==> src/rtl/div_unit_pkg.sv <==
// Shared types and constants for the iterative divider.
// RegBus/DoubleRegBus are the datapath widths used by EX; DivState and
// DivCnt describe the divider FSM and its iteration counter.
package div_unit_pkg;

  typedef logic [31:0] RegBus;
  typedef logic [63:0] DoubleRegBus;

  typedef enum logic [1:0] {
    DIV_FREE,
    DIV_BY_ZERO,
    DIV_ON,
    DIV_END
  } DivState;

  typedef logic [5:0] DivCnt;

  localparam DivCnt DIV_ITERS     = 6'd32;
  localparam RegBus DIV_ZERO_QUOT = 32'hFFFF_FFFF;

  // Magnitude as a 32-bit unsigned value; abs(0x80000000) stays 0x80000000.
  function automatic RegBus absVal(input RegBus v, input logic isSigned);
    return (isSigned && v[31]) ? RegBus'(-v) : v;
  endfunction

endpackage

==> src/rtl/div_unit_if.sv <==
// EX <-> divider handshake bundle.
//   start_i      request (held by EX until result consumed)
//   annul_i      cancel in-flight divide
//   signed_div_i 1 = DIV/REM, 0 = DIVU/REMU
//   opdata1_i    dividend, opdata2_i divisor
//   result_o     {remainder, quotient}, ready_o result valid
interface div_unit_if;
  import div_unit_pkg::*;

  logic        start_i;
  logic        annul_i;
  logic        signed_div_i;
  RegBus       opdata1_i;
  RegBus       opdata2_i;
  DoubleRegBus result_o;
  logic        ready_o;

  modport master (
    output start_i, annul_i, signed_div_i, opdata1_i, opdata2_i,
    input  result_o, ready_o
  );

  modport slave (
    input  start_i, annul_i, signed_div_i, opdata1_i, opdata2_i,
    output result_o, ready_o
  );

endinterface

==> src/rtl/div_unit_step.sv <==
// One radix-2 restoring step (combinational).
//   partIn  {remainder, quotient-in-progress} (65 bits)
//   divisor working (unsigned) divisor
//   partOut value after shift and trial subtract
// partIn[64:31] is the remainder shifted left with the next dividend bit
// appended; the top bit is always 0 because the remainder stays below the
// divisor, so the 34-bit subtract borrow cleanly tells whether it fits.
module div_step
  import div_unit_pkg::*;
(
  input  logic [64:0] partIn,
  input  RegBus       divisor,
  output logic [64:0] partOut
);

  logic [33:0] diff;

  always_comb begin
    diff = partIn[64:31] - {2'b00, divisor};
    if (!diff[33]) begin
      partOut = {diff[32:0], partIn[30:0], 1'b1};
    end else begin
      partOut = {partIn[63:0], 1'b0};
    end
  end

endmodule

==> src/rtl/div_unit.sv <==
// Iterative 32-bit divider for RV32M DIV/DIVU/REM/REMU.
//   clk    core clock, rising edge
//   rst_n  asynchronous reset, active low
//   bus    div_unit_if.slave: start/annul/signed/operands in,
//          result_o {remainder, quotient} and ready_o out
// Magnitudes are divided unsigned over 32 cycles; signs are restored when
// the result is registered. Divide by zero returns all-ones quotient and
// the original dividend as remainder.
module div_unit
  import div_unit_pkg::*;
#(
  parameter int unsigned DATA_W = 32
) (
  input logic       clk,
  input logic       rst_n,
  div_unit_if.slave bus
);

  DivState             state;
  DivCnt               cnt;
  logic [2*DATA_W:0]   work;
  logic [2*DATA_W:0]   workNext;
  logic [DATA_W-1:0]   divisorReg;
  logic [DATA_W-1:0]   dividendRaw;
  logic                negQuot;
  logic                negRem;
  RegBus               quot;
  RegBus               rem;
  logic                unusedTop;

  div_step uStep (
    .partIn  (work),
    .divisor (divisorReg),
    .partOut (workNext)
  );

  assign quot      = work[DATA_W-1:0];
  assign rem       = work[2*DATA_W-1:DATA_W];
  // Remainder guard bit, always 0 once the iterations are done.
  assign unusedTop = work[2*DATA_W];

  always_ff @(posedge clk or negedge rst_n) begin
    if (!rst_n) begin
      state        <= DIV_FREE;
      cnt          <= '0;
      work         <= '0;
      divisorReg   <= '0;
      dividendRaw  <= '0;
      negQuot      <= 1'b0;
      negRem       <= 1'b0;
      bus.result_o <= '0;
      bus.ready_o  <= 1'b0;
    end else begin
      case (state)
        DIV_FREE: begin
          bus.result_o <= '0;
          bus.ready_o  <= 1'b0;
          if (bus.start_i && !bus.annul_i) begin
            dividendRaw <= bus.opdata1_i;
            if (bus.opdata2_i == '0) begin
              state <= DIV_BY_ZERO;
            end else begin
              state      <= DIV_ON;
              cnt        <= '0;
              work       <= {{(DATA_W+1){1'b0}}, absVal(bus.opdata1_i, bus.signed_div_i)};
              divisorReg <= absVal(bus.opdata2_i, bus.signed_div_i);
              negQuot    <= bus.signed_div_i && (bus.opdata1_i[31] ^ bus.opdata2_i[31]);
              negRem     <= bus.signed_div_i && bus.opdata1_i[31];
            end
          end
        end

        DIV_BY_ZERO: begin
          if (bus.annul_i) begin
            state <= DIV_FREE;
          end else begin
            state        <= DIV_END;
            bus.result_o <= {dividendRaw, DIV_ZERO_QUOT};
            bus.ready_o  <= 1'b1;
          end
        end

        DIV_ON: begin
          if (bus.annul_i) begin
            state <= DIV_FREE;
            cnt   <= '0;
          end else if (cnt == DIV_ITERS) begin
            state        <= DIV_END;
            bus.result_o <= {negRem  ? RegBus'(-rem)  : rem,
                             negQuot ? RegBus'(-quot) : quot};
            bus.ready_o  <= 1'b1;
          end else begin
            work <= workNext;
            cnt  <= cnt + 1'b1;
          end
        end

        DIV_END: begin
          if (!bus.start_i) begin
            state        <= DIV_FREE;
            bus.result_o <= '0;
            bus.ready_o  <= 1'b0;
          end
        end

        default: state <= DIV_FREE;
      endcase
    end
  end

endmodule

==> src/flat_wrapper.sv <==
// flat-port wrapper written by rule: the top's interface ports become plain ports
module div_unit_flat import div_unit_pkg::*;
#(
  parameter int unsigned DATA_W = 32
)
  (clk, rst_n, bus_start_i, bus_annul_i, bus_signed_div_i, bus_opdata1_i, bus_opdata2_i, bus_result_o, bus_ready_o);
  div_unit_if bus_i ();
  input logic clk;
  input logic rst_n;
  input wire logic [$bits(bus_i.start_i)-1:0] bus_start_i;
  input wire logic [$bits(bus_i.annul_i)-1:0] bus_annul_i;
  input wire logic [$bits(bus_i.signed_div_i)-1:0] bus_signed_div_i;
  input wire logic [$bits(bus_i.opdata1_i)-1:0] bus_opdata1_i;
  input wire logic [$bits(bus_i.opdata2_i)-1:0] bus_opdata2_i;
  output wire logic [$bits(bus_i.result_o)-1:0] bus_result_o;
  output wire logic [$bits(bus_i.ready_o)-1:0] bus_ready_o;
  assign bus_i.start_i = bus_start_i;
  assign bus_i.annul_i = bus_annul_i;
  assign bus_i.signed_div_i = bus_signed_div_i;
  assign bus_i.opdata1_i = bus_opdata1_i;
  assign bus_i.opdata2_i = bus_opdata2_i;
  assign bus_result_o = bus_i.result_o;
  assign bus_ready_o = bus_i.ready_o;
  div_unit #(.DATA_W(DATA_W)) u_core (.clk(clk), .rst_n(rst_n), .bus(bus_i));
endmodule
==> config.mk <==
export PLATFORM = sky130hd
export DESIGN_NAME = div_unit_flat
export DESIGN_NICKNAME = d
export VERILOG_FILES = /design/src/rtl/div_unit_pkg.sv /design/src/rtl/div_unit_if.sv /design/src/rtl/div_unit_step.sv /design/src/rtl/div_unit.sv /design/src/flat_wrapper.sv
export SDC_FILE = /design/constraint.sdc
export NUM_CORES = 1
export LEC_CHECK = 0
export ABC_AREA = 1
export CORE_UTILIZATION = 57
export CTS_BUF_LIST = sky130_fd_sc_hd__clkbuf_8
export DETAILED_ROUTE_END_ITERATION = 10
export MAX_ROUTING_LAYER = met4
export PLACE_DENSITY = 0.9
export SYNTH_ARGS = -nofsm -noshare
export SYNTH_HDL_FRONTEND = slang
export SYNTH_SLANG_ARGS = --single-unit
==> constraint.sdc <==
create_clock -name clk -period 3.9 [get_ports clk]
set_clock_uncertainty 0.2 [all_clocks]
set_input_delay 1.17 -clock clk [delete_from_list [all_inputs] [get_ports clk]]
set_output_delay 1.17 -clock clk [all_outputs]
set_load 0.05 [all_outputs]
==> results_dict.tcl, run 1 <==
set metrics [dict create \
    grt_pass1_vias 14400 \
    p_int_w 0.00592 \
    p_sw_frac 0.516 \
    post_drt_via_cell_ratio 5.75 \
    nets 2454 \
    portBuffers 133 \
    status "finished, final reports clean" \
    cts_buffers 37 \
    period_minus_slack_ns 3.16 \
    syn_to_final_growth_pct 14.7 \
    cts-hold-fix-buffers 0 \
    ys.flop_type "dfrtp_1" \
    grt_overflow_total 0 \
    initial_utilization 0.580 \
    die-area_mm2 0.0271 \
    rows 59 \
    finalHoldViolCount 0 \
    clock_latency_ns 0.55 \
    grt_usage 0.357 \
    drv_cap 0 \
    endpoint_kind "register" \
    drive_gt1_frac 0.0761 \
    multi_input_area_mm2 0.00858 \
    syn_area_per_cell_um2 6.76 \
    cts_tree "done" \
    min_period_over_period 0.811 \
    yosys.cell_types.count 52 \
    routed_wirelength_mm 46.4 \
    wire_per_inst_um 17.2 \
    vias 15500 \
    yosys-top-cells-area "dfrtp_1 (34%), nand2_1 (17%), o21ai_0 (6.9%)" \
    syn_inst 2228 \
    ctsRootBufferMaster "clkbuf_8" \
    cp_top_family "simple AND/OR/NAND/NOR gates" \
    cp_slowest_stage_delay_ns 0.42 \
    worstMarginPinSlew_ns 0.862 \
    crit_path_top_delay_cell "clkdlybuf4s50_1" \
    critical_path_buf_inv_count 2 \
    grt_max_degree 73 \
    power_w 0.0122 \
    slew_viol_final 0 \
    die_h_um 165 \
    crit_required_ns 4.12 \
    combPwrFrac 0.566 \
    core_mm2 0.0260 \
    peakVddDrop_uv 1030 \
    power.leakage_nw 8.77 \
    p_per_area_mw_per_mm2 707 \
    synth_seq_cells 204 \
    drc 0 \
    synth_top_area_share 0.339 \
    syn-cell-area_mm2 0.0151 \
    setup_viol 0 \
    async_flop_share 1.00 \
    syn-num-nets 2340 \
    cts_setup_buffers 0 \
    drt_pass1_iterations 7 \
    cp_cell_sequence "clkdlybuf4s50_1, inv_1, ha_1, nand3_1, nor2_1, nand4_1, xor2_1, nand2_1, o21ai_0, o21ai_0, o21ai_1" \
    synth_enable_flop_cells 0 \
    fp.dieW_um 165 \
    drt_iter0_drc 1573 \
    path_common_cell "o21ai_0" \
    yosysSeqAreaShare 0.339 \
    power_frac_seq 0.279 \
    gp_congestion 1.07 \
    rsz0062_at_grt "no" \
    ctsLongestPathBuffers 3 \
    grt_pass1_wl_mm 73.6 \
    arrival_ns 3.38 \
    clockPowerShare 0.156 \
    critical_path_class "in2reg" \
    ys_warn_count 0 \
    power.switching_w 0.00631 \
    diodes 0 \
    io_pins 134 \
    min_path_type "reg2reg" \
    synth_top_cell_by_area "dfrtp_1" \
    clock-sinks 204 \
    cp_max_fo 5 \
    finalSetupTns_ns 0 \
    hpwl_mm 35.6 \
    fmax_ghz 0.316 \
    startpoint_type "input port" \
    clkTransAtPathRegs_ns 0.06 \
    fillers 2367 \
    ant_nets 0 \
    max_slew_margin 0.421 \
    cts_resized 0 \
    cts_htree_levels 2 \
    final-seq-area_mm2 0.00510 \
    antenna_found_initial 0 \
]
## routing by layer
layer,wire length (µm),GRT usage,vias to the layer above,part of all wire
li1,-,-,7461,-
met1,20600,0.498,7281,0.44
met2,20900,0.539,677,0.45
met3,3700,0.0482,95,0.080
met4,1230,0.104,0,0.026
met5,0,-,-,0
## cells by family (layout without fill, tap and decap cells)
family,count (synthesis),in the layout,synth area share
DFF,204,204,0.339
buffers and inverters,331,468,0.0920
xor gates and xnor gates,71,71,0.0413
AOI/OAI and AO/OA,426,426,0.156
adders and majority gates,43,43,0.0362
and+or+nand+nor,1153,1153,0.335
## per-stage QoR
step / hold WS (ns) / util / worst slack (ns) / instances / area (µm²)
after CTS: 0.278 / 0.665 / 0.765 / 2700 / 17300
after floorplan: 0.242 / - / 1.16 / 2228 / 15100
after global placement: 0.256 / 0.639 / 0.293 / 2638 / 16600
after global routing: 0.292 / 0.665 / 0.553 / 2700 / 17300
final: 0.272 / 0.665 / 0.737 / 2700 / 17300
after detailed placement: 0.264 / 0.639 / 0.229 / 2638 / 16600
## synth_stat cells (all sizes together), types with 3 or more instances
master / instances
a21o: 11
a21oi: 105
a22o: 9
a22oi: 8
a31oi: 12
buf: 44
clkbuf: 38
dfrtp: 204
ha: 42
inv: 247
nand2: 719
nand3: 155
nand3b: 9
nand4: 27
nor2: 187
nor3: 42
nor4: 4
o211ai: 20
o21ai: 246
o21bai: 3
o221ai: 4
o31ai: 3
or2: 6
xnor2: 19
xor2: 52
## state kept, by name, indices dropped and copies added, names as in the netlist
signal / flops
u_core.work: 65
u_core.bus.ready_o: 1
u_core.negRem: 1
u_core.cnt: 6
u_core.dividendRaw: 32
u_core.negQuot: 1
u_core.divisorReg: 32
u_core.state: 2
u_core.bus.result_o: 64
## worst register-to-register path, cell delays in order (launching register included)
cell     delay, ns
dfrtp_1       0.43
inv_1         0.15
ha_1          0.22
inv_1         0.10
fa_1          0.33
nand2_1       0.08
nand3_1       0.07
nand2_1       0.12
o21ai_1       0.31
nand2_1       0.10
nand2_1       0.19
nand3_1       0.17
nand2_1       0.10
nand2_1       0.05
nand2_1       0.05
nand2_1       0.05
nand3_1       0.14
nand2_1       0.07
## power groups by stage
stage	clock network (W)	logic (W)	registers, W
2_1_floorplan	0	0.00413	0.00400
4_1_cts	0.00191	0.00680	0.00339
6_report	0.00190	0.00692	0.00341
3_5_place_dp	0	0.00674	0.00341
5_1_grt	0.00200	0.00757	0.00348
3_3_place_gp	0	0.00660	0.00338
## cell type report
class                      instances  area share
sequential                       204       0.295
inverter                         249      0.0542
clock inverter                    21     0.00608
tap                              335      0.0242
timing repair buffer             157      0.0913
multi-input combinational       1693       0.496
clock buffer                      41      0.0326
## worst paths after layout
check | start | endpoint | slack [ns] | depth (start not counted)
worst min register to register | u_core.bus.result_o[52] | u_core.bus.result_o[52] | 0.27 | 1
min in group asynchronous | rst_n | u_core.bus.result_o[23] | 0.43 | 1
worst max-delay path | bus_opdata1_i[1] | u_core.work[24] | 0.74 | 11
worst min-delay path | u_core.bus.result_o[52] | u_core.bus.result_o[52] | 0.27 | 1
worst max register to register | u_core.work[31] | u_core.work[64] | 0.86 | 17
max in group asynchronous | rst_n | u_core.divisorReg[16] | 2.35 | 2
## cell usage in the layout, fill, tap and decap left out, drive strengths merged, types with 11 or more instances in the layout
| cell type | count |
|---|---|
| nand2 | 719 |
| inv | 257 |
| o21ai | 246 |
| dfrtp | 204 |
| nor2 | 187 |
| nand3 | 155 |
| clkdlybuf4s50 | 132 |
| a21oi | 105 |
| xor2 | 52 |
| clkbuf | 42 |
| ha | 42 |
| nor3 | 42 |
| nand4 | 27 |
| buf | 24 |
| o211ai | 20 |
| xnor2 | 19 |
| a31oi | 12 |
| a21o | 11 |
| clkinv | 11 |
Note: power is estimated with default switching activity, not from simulation.
==> run 2: changes to the inputs <==
--- a/config.mk
+++ b/config.mk
@@ -6,11 +6,11 @@
 export NUM_CORES = 1
 export LEC_CHECK = 0
 export ABC_AREA = 1
-export CORE_UTILIZATION = 57
+export CORE_UTILIZATION = 55
 export CTS_BUF_LIST = sky130_fd_sc_hd__clkbuf_8
 export DETAILED_ROUTE_END_ITERATION = 10
 export MAX_ROUTING_LAYER = met4
-export PLACE_DENSITY = 0.9
+export PLACE_DENSITY = 0.91
 export SYNTH_ARGS = -nofsm -noshare
 export SYNTH_HDL_FRONTEND = slang
 export SYNTH_SLANG_ARGS = --single-unit
==> constraint.sdc (replaced) <==
create_clock -name clk -period 2.7 [get_ports clk]
set_clock_uncertainty 0.2 [all_clocks]
set_input_delay 0.81 -clock clk [delete_from_list [all_inputs] [get_ports clk]]
set_output_delay 0.81 -clock clk [all_outputs]
set_load 0.05 [all_outputs]
==> results_dict.tcl, run 2 (synthesized netlist as in run 1, its figures left out) <==
set metrics [dict create \
    status "finished, final reports clean" \
    initial_utilization 0.561 \
    power_w 0.0188 \
    drt_pass1_iterations 7 \
    cp_cell_sequence "clkdlybuf4s50_1, inv_1, ha_1, nand2_2, nor2_1, nand4_1, nand3_2, nand2_2, nand2_4, inv_4, buf_4, o211ai_1, o21ai_1" \
    post_drt_via_cell_ratio 5.70 \
    finalHoldViolCount 0 \
    layout_common_cells "nand2_1 (670), inv_1 (237), o21ai_0 (206)" \
    die_h_um 168 \
    cts-hold-fix-buffers 0 \
    cp_max_fo 8 \
    dp_slack_ns -0.371 \
    period_minus_slack_ns 2.63 \
    clock-sinks 204 \
    ctsRootBufferMaster "clkbuf_8" \
    cts_buffers 37 \
    fp.dieW_um 168 \
    clock_latency_ns 0.55 \
    fmax_ghz 0.380 \
    diodes 0 \
    setup_viol 0 \
    routed_wirelength_mm 50.6 \
    grt_pass1_wl_mm 80.7 \
    syn_to_final_growth_pct 25.5 \
    peakVddDrop_uv 967 \
    core_mm2 0.0269 \
    cp_slowest_stage_delay_ns 0.43 \
    grt_usage 0.373 \
    final_util 0.703 \
    cts_tree "done" \
    largest_register "u_core.work" \
    grt_max_degree 64 \
    rsz0062_at_grt "yes" \
    critical_path_buf_inv_count 4 \
    min_path_type "in2async" \
    antenna_found_initial 0 \
    startpoint_type "input port" \
    nets 2631 \
    crit_path_top_delay_cell "clkdlybuf4s50_1" \
    wire_per_inst_um 17.5 \
    cp_top_family "simple AND/OR/NAND/NOR gates" \
    place_area_mm2 0.0180 \
    io_pins 134 \
    fin_area_mm2 0.0189 \
    largest_reg_flops 65 \
    die-area_mm2 0.0281 \
    power.leakage_nw 10.1 \
    slew_viol_final 0 \
    reg_top3 "u_core.work: 65 flops, u_core.bus.result_o: 64 flops" \
    critical_path_class "in2reg" \
    setup_slack_ns 0.0681 \
    vias 16500 \
    final_common_cell "nand2_1" \
    portBuffers 133 \
    crit_required_ns 2.92 \
    grt_overflow_total 0 \
    p_per_area_mw_per_mm2 997 \
    drc 0 \
    endpoint_kind "register" \
    ant_nets 0 \
    drive_gt1_frac 0.155 \
    clkTransAtPathRegs_ns 0.06 \
    drv_cap 0 \
    finalSetupTns_ns 0 \
    arrival_ns 2.85 \
    path_common_cell "nand2_2" \
    hpwl_mm 38.9 \
    ctsLongestPathBuffers 3 \
    drt_iter0_drc 1915 \
    rows 60 \
    max_slew_margin 0.522 \
    gp_congestion 0.989 \
    worstMarginPinSlew_ns 0.716 \
    min_period_over_period 0.975 \
    grt_pass1_vias 15700 \
    cts_htree_levels 2 \
]
-- run 2: cell count changes in the layout (fill, tap and decap cells not counted), moves of 4 or more --
| cell | before | now |
|---|---|---|
| buf_4 | 19 | 184 |
| clkdlybuf4s50_1 | 132 | 67 |
| dlymetal6s2s_1 | 0 | 5 |
| dlygate4sd2_1 | 0 | 60 |
| buf_12 | 5 | 15 |
| inv_2 | 7 | 12 |
| nand2_1 | 674 | 670 |
| a21oi_2 | 2 | 7 |
| ha_2 | 1 | 6 |
| a21oi_1 | 101 | 96 |
| ha_1 | 41 | 36 |
| inv_1 | 248 | 237 |
| clkbuf_8 | 42 | 51 |
| nand2_2 | 38 | 42 |
-- run 2: cell type report --
type,instances,area [µm²]
multi-input cells,1695,8690
well taps,341,427
repair buffers,332,2950
inverters,249,937
clock inverters,18,100
clock buffers,50,688
fillers,2261,7970
flip-flops and latches,204,5110
-- run 2: stage by stage --
step | hold WS, ns | std cells
floorplan | 0.242 | 2228
global placement | 0.255 | 2816
detailed placement | 0.265 | 2816
CTS | 0.0662 | 2884
global route | 0.0635 | 2889
finish | 0.0345 | 2889
-- run 2: report_power, final --
part	total, W	internal (W)	switching (W)	leakage [nW]
logic	0.0108	0.00350	0.00731	6.99
registers	0.00495	0.00414	0.000815	2.66
clock network	0.00307	0.00168	0.00139	0.437
-- run 2: layer usage --
layer  global-route usage  part of all wire
met1                0.511              0.44
met2                0.572              0.45
met3               0.0586             0.085
met4                0.105             0.024
met5                    -                 0
-- run 2: worst paths after layout --
check | start | endpoint | slack [ns] | cells past startpoint
worst min register to register | u_core.bus.result_o[60] | u_core.bus.result_o[60] | 0.27 | 2
max in group asynchronous | rst_n | u_core.work[31] | 1.52 | 2
min in group clk | u_core.bus.result_o[60] | u_core.bus.result_o[60] | 0.27 | 2
worst max register to register | u_core.work[43] | u_core.work[33] | 0.09 | 14
worst max-delay path | bus_opdata2_i[1] | u_core.work[18] | 0.07 | 13
worst min-delay path | rst_n | u_core.bus.result_o[28] | 0.03 | 1
-- run 2: repair_timing --
item	CTS	global route
setup buffers	0	3
cloned	0	2
pin swaps	1	6
resized for setup	61	36
endpoints found under the setup margin	69	70
==> run 3: changes to the inputs <==
--- a/config.mk
+++ b/config.mk
@@ -9,8 +9,10 @@
 export CORE_UTILIZATION = 55
 export CTS_BUF_LIST = sky130_fd_sc_hd__clkbuf_8
 export DETAILED_ROUTE_END_ITERATION = 10
+export HOLD_SLACK_MARGIN = 0.02
 export MAX_ROUTING_LAYER = met4
 export PLACE_DENSITY = 0.91
 export SYNTH_ARGS = -nofsm -noshare
 export SYNTH_HDL_FRONTEND = slang
 export SYNTH_SLANG_ARGS = --single-unit
+export TNS_END_PERCENT = 20
==> results_dict.tcl, run 3 (synthesized netlist as in run 1, its figures left out) <==
set metrics [dict create \
    status "finished, final reports clean" \
    worstMarginPinSlew_ns 0.703 \
    grt_pass1_vias 15700 \
    clock_latency_ns 0.55 \
    drc 0 \
    portBuffers 133 \
    path_common_cell "nand2_1" \
    cts-hold-fix-buffers 0 \
    drt_iter0_drc 1834 \
    peakVddDrop_uv 965 \
    fillers 2267 \
    rows 60 \
    rsz0062_at_grt "yes" \
    ctsLongestPathBuffers 3 \
    hold_ws_ns 0.0389 \
    drt_pass1_iterations 8 \
    die_h_um 168 \
    cp_max_fo 18 \
    core_mm2 0.0269 \
    min_path_type "in2async" \
    setup_viol 0 \
    crit_required_ns 2.94 \
    hpwl_mm 38.9 \
    drv_cap 0 \
    critical_path_class "reg2reg" \
    layout_common_cells "nand2_1 (670), inv_1 (237), o21ai_0 (207)" \
    antenna_found_initial 0 \
    clkTransAtPathRegs_ns 0.06 \
    grt_max_degree 64 \
    largest_register "u_core.work" \
    post_drt_via_cell_ratio 5.71 \
    cts_htree_levels 2 \
    min_period_over_period 0.968 \
    nets 2628 \
    cp_top_family "simple AND/OR/NAND/NOR gates" \
    p_per_area_mw_per_mm2 998 \
    initial_utilization 0.561 \
    fp.dieW_um 168 \
    final_util 0.702 \
    p_sw_frac 0.505 \
    startpoint_type "register" \
    clockPowerShare 0.163 \
    power.switching_w 0.00952 \
    fmax_ghz 0.383 \
    cts_buffers 37 \
    max_slew_margin 0.531 \
    gp_congestion 0.989 \
    crit_path_top_delay_cell "dfrtp_1" \
    slew_viol_final 0 \
    endpoint_kind "register" \
    ctsRootBufferMaster "clkbuf_8" \
    power.leakage_nw 10.1 \
    clock-sinks 204 \
    finalHoldViolCount 0 \
    vias 16500 \
    routed_wirelength_mm 50.4 \
    cp_slowest_stage_delay_ns 0.41 \
    cp_cell_sequence "inv_1, ha_1, a21oi_1, o21ai_1, inv_1, nand2_1, a21oi_4, nand2_4, nand2_2, nand2_4, buf_12, nand2_1, nand2_1, nand2_1, nand2_1" \
    arrival_ns 2.85 \
    combPwrFrac 0.574 \
    startpoint "u_core.divisorReg[22]" \
    diodes 0 \
    drive_gt1_frac 0.153 \
    cts_tree "done" \
    cts_setup_buffers 0 \
    grt_pass1_wl_mm 80.7 \
    regToRegStartpoint "u_core.divisorReg[22]" \
    die-area_mm2 0.0281 \
    wire_per_inst_um 17.5 \
    final_common_cell "nand2_1" \
    period_minus_slack_ns 2.61 \
    reg_top3 "u_core.work: 65 flops, u_core.bus.result_o: 64 flops" \
    grt_overflow_total 0 \
    critical_path_buf_inv_count 3 \
    io_pins 134 \
    ant_nets 0 \
    power_frac_seq 0.263 \
    grt_usage 0.373 \
    largest_reg_flops 65 \
    p_int_w 0.00932 \
    syn_to_final_growth_pct 25.3 \
]
-- run 3: changes by cell type in the layout (fill, tap and decap cells not counted) --
cell,previous run,this run
o21ai_1,37,36
buf_4,184,181
o21ai_0,206,207
a21oi_1,96,97
a21oi_2,7,6
-- run 3: routing by layer --
metal / routed length, µm / global-route usage
met5: 0 / -
met3: 4450 / 0.0586
met2: 22800 / 0.572
met1: 22000 / 0.511
met4: 1230 / 0.105
-- run 3: final cells by class --
class,count,area [µm²],area share
Clock inverter,18,100,0.00530
Multi-Input combinational cell,1695,8690,0.460
Sequential cell,204,5110,0.270
Timing Repair Buffer,329,2930,0.155
Inverter,249,937,0.0496
Clock buffer,50,688,0.0365
Tap cell,341,427,0.0226
-- run 3: power groups by stage --
| stage | Clock, W | Combinational (W) | Sequential, W |
|---|---|---|---|
| 3_3_place_gp | 0 | 0.0104 | 0.00490 |
| 3_5_place_dp | 0 | 0.0107 | 0.00496 |
| 4_1_cts | 0.00308 | 0.0106 | 0.00491 |
| 5_1_grt | 0.00323 | 0.0118 | 0.00505 |
| 6_report | 0.00307 | 0.0108 | 0.00495 |
| 2_1_floorplan | 0 | 0.00596 | 0.00578 |
-- run 3: worst reg2reg max path, stage by stage (launching register included) --
cell and delay (ns):
dfrtp_1 0.41, inv_1 0.15, ha_1 0.31, a21oi_1 0.22, o21ai_1 0.10, inv_1 0.06
nand2_1 0.09, a21oi_4 0.27, nand2_4 0.10, nand2_2 0.09, nand2_4 0.07, buf_12 0.15
nand2_1 0.13, nand2_1 0.07, nand2_1 0.07, nand2_1 0.05
-- run 3: per-stage QoR --
stage          std cells  TNS (ns)  setup WS (ns)  power, W  area, µm²
2_1_floorplan       2228         0          0.324    0.0117      15100
3_3_place_gp        2816    -25.25         -0.315    0.0153      18000
3_5_place_dp        2816    -31.05         -0.371    0.0156      18000
4_1_cts             2884         0        0.00229    0.0186      18800
5_1_grt             2886   -0.0336        -0.0311    0.0201      18900
6_report            2886         0         0.0868    0.0188      18900
-- run 3: timing repair --
action	4_1_cts	5_1_grt
pin swaps	1	3
gates cloned	0	2
gates resized for setup	61	34
endpoints found under the setup margin	69	70
-- run 3: worst paths after layout --
| kind | to | slack (ns) | cells past startpoint |
|---|---|---|---|
| max | u_core.work[33] | 0.09 | 15 |
| min reg2reg | u_core.bus.result_o[60] | 0.27 | 2 |
| min | u_core.bus.result_o[28] | 0.04 | 1 |
| max reg2reg | u_core.work[33] | 0.09 | 15 |
| min in group clk | u_core.bus.result_o[60] | 0.27 | 2 |
| max in group asynchronous | u_core.work[31] | 1.52 | 2 |
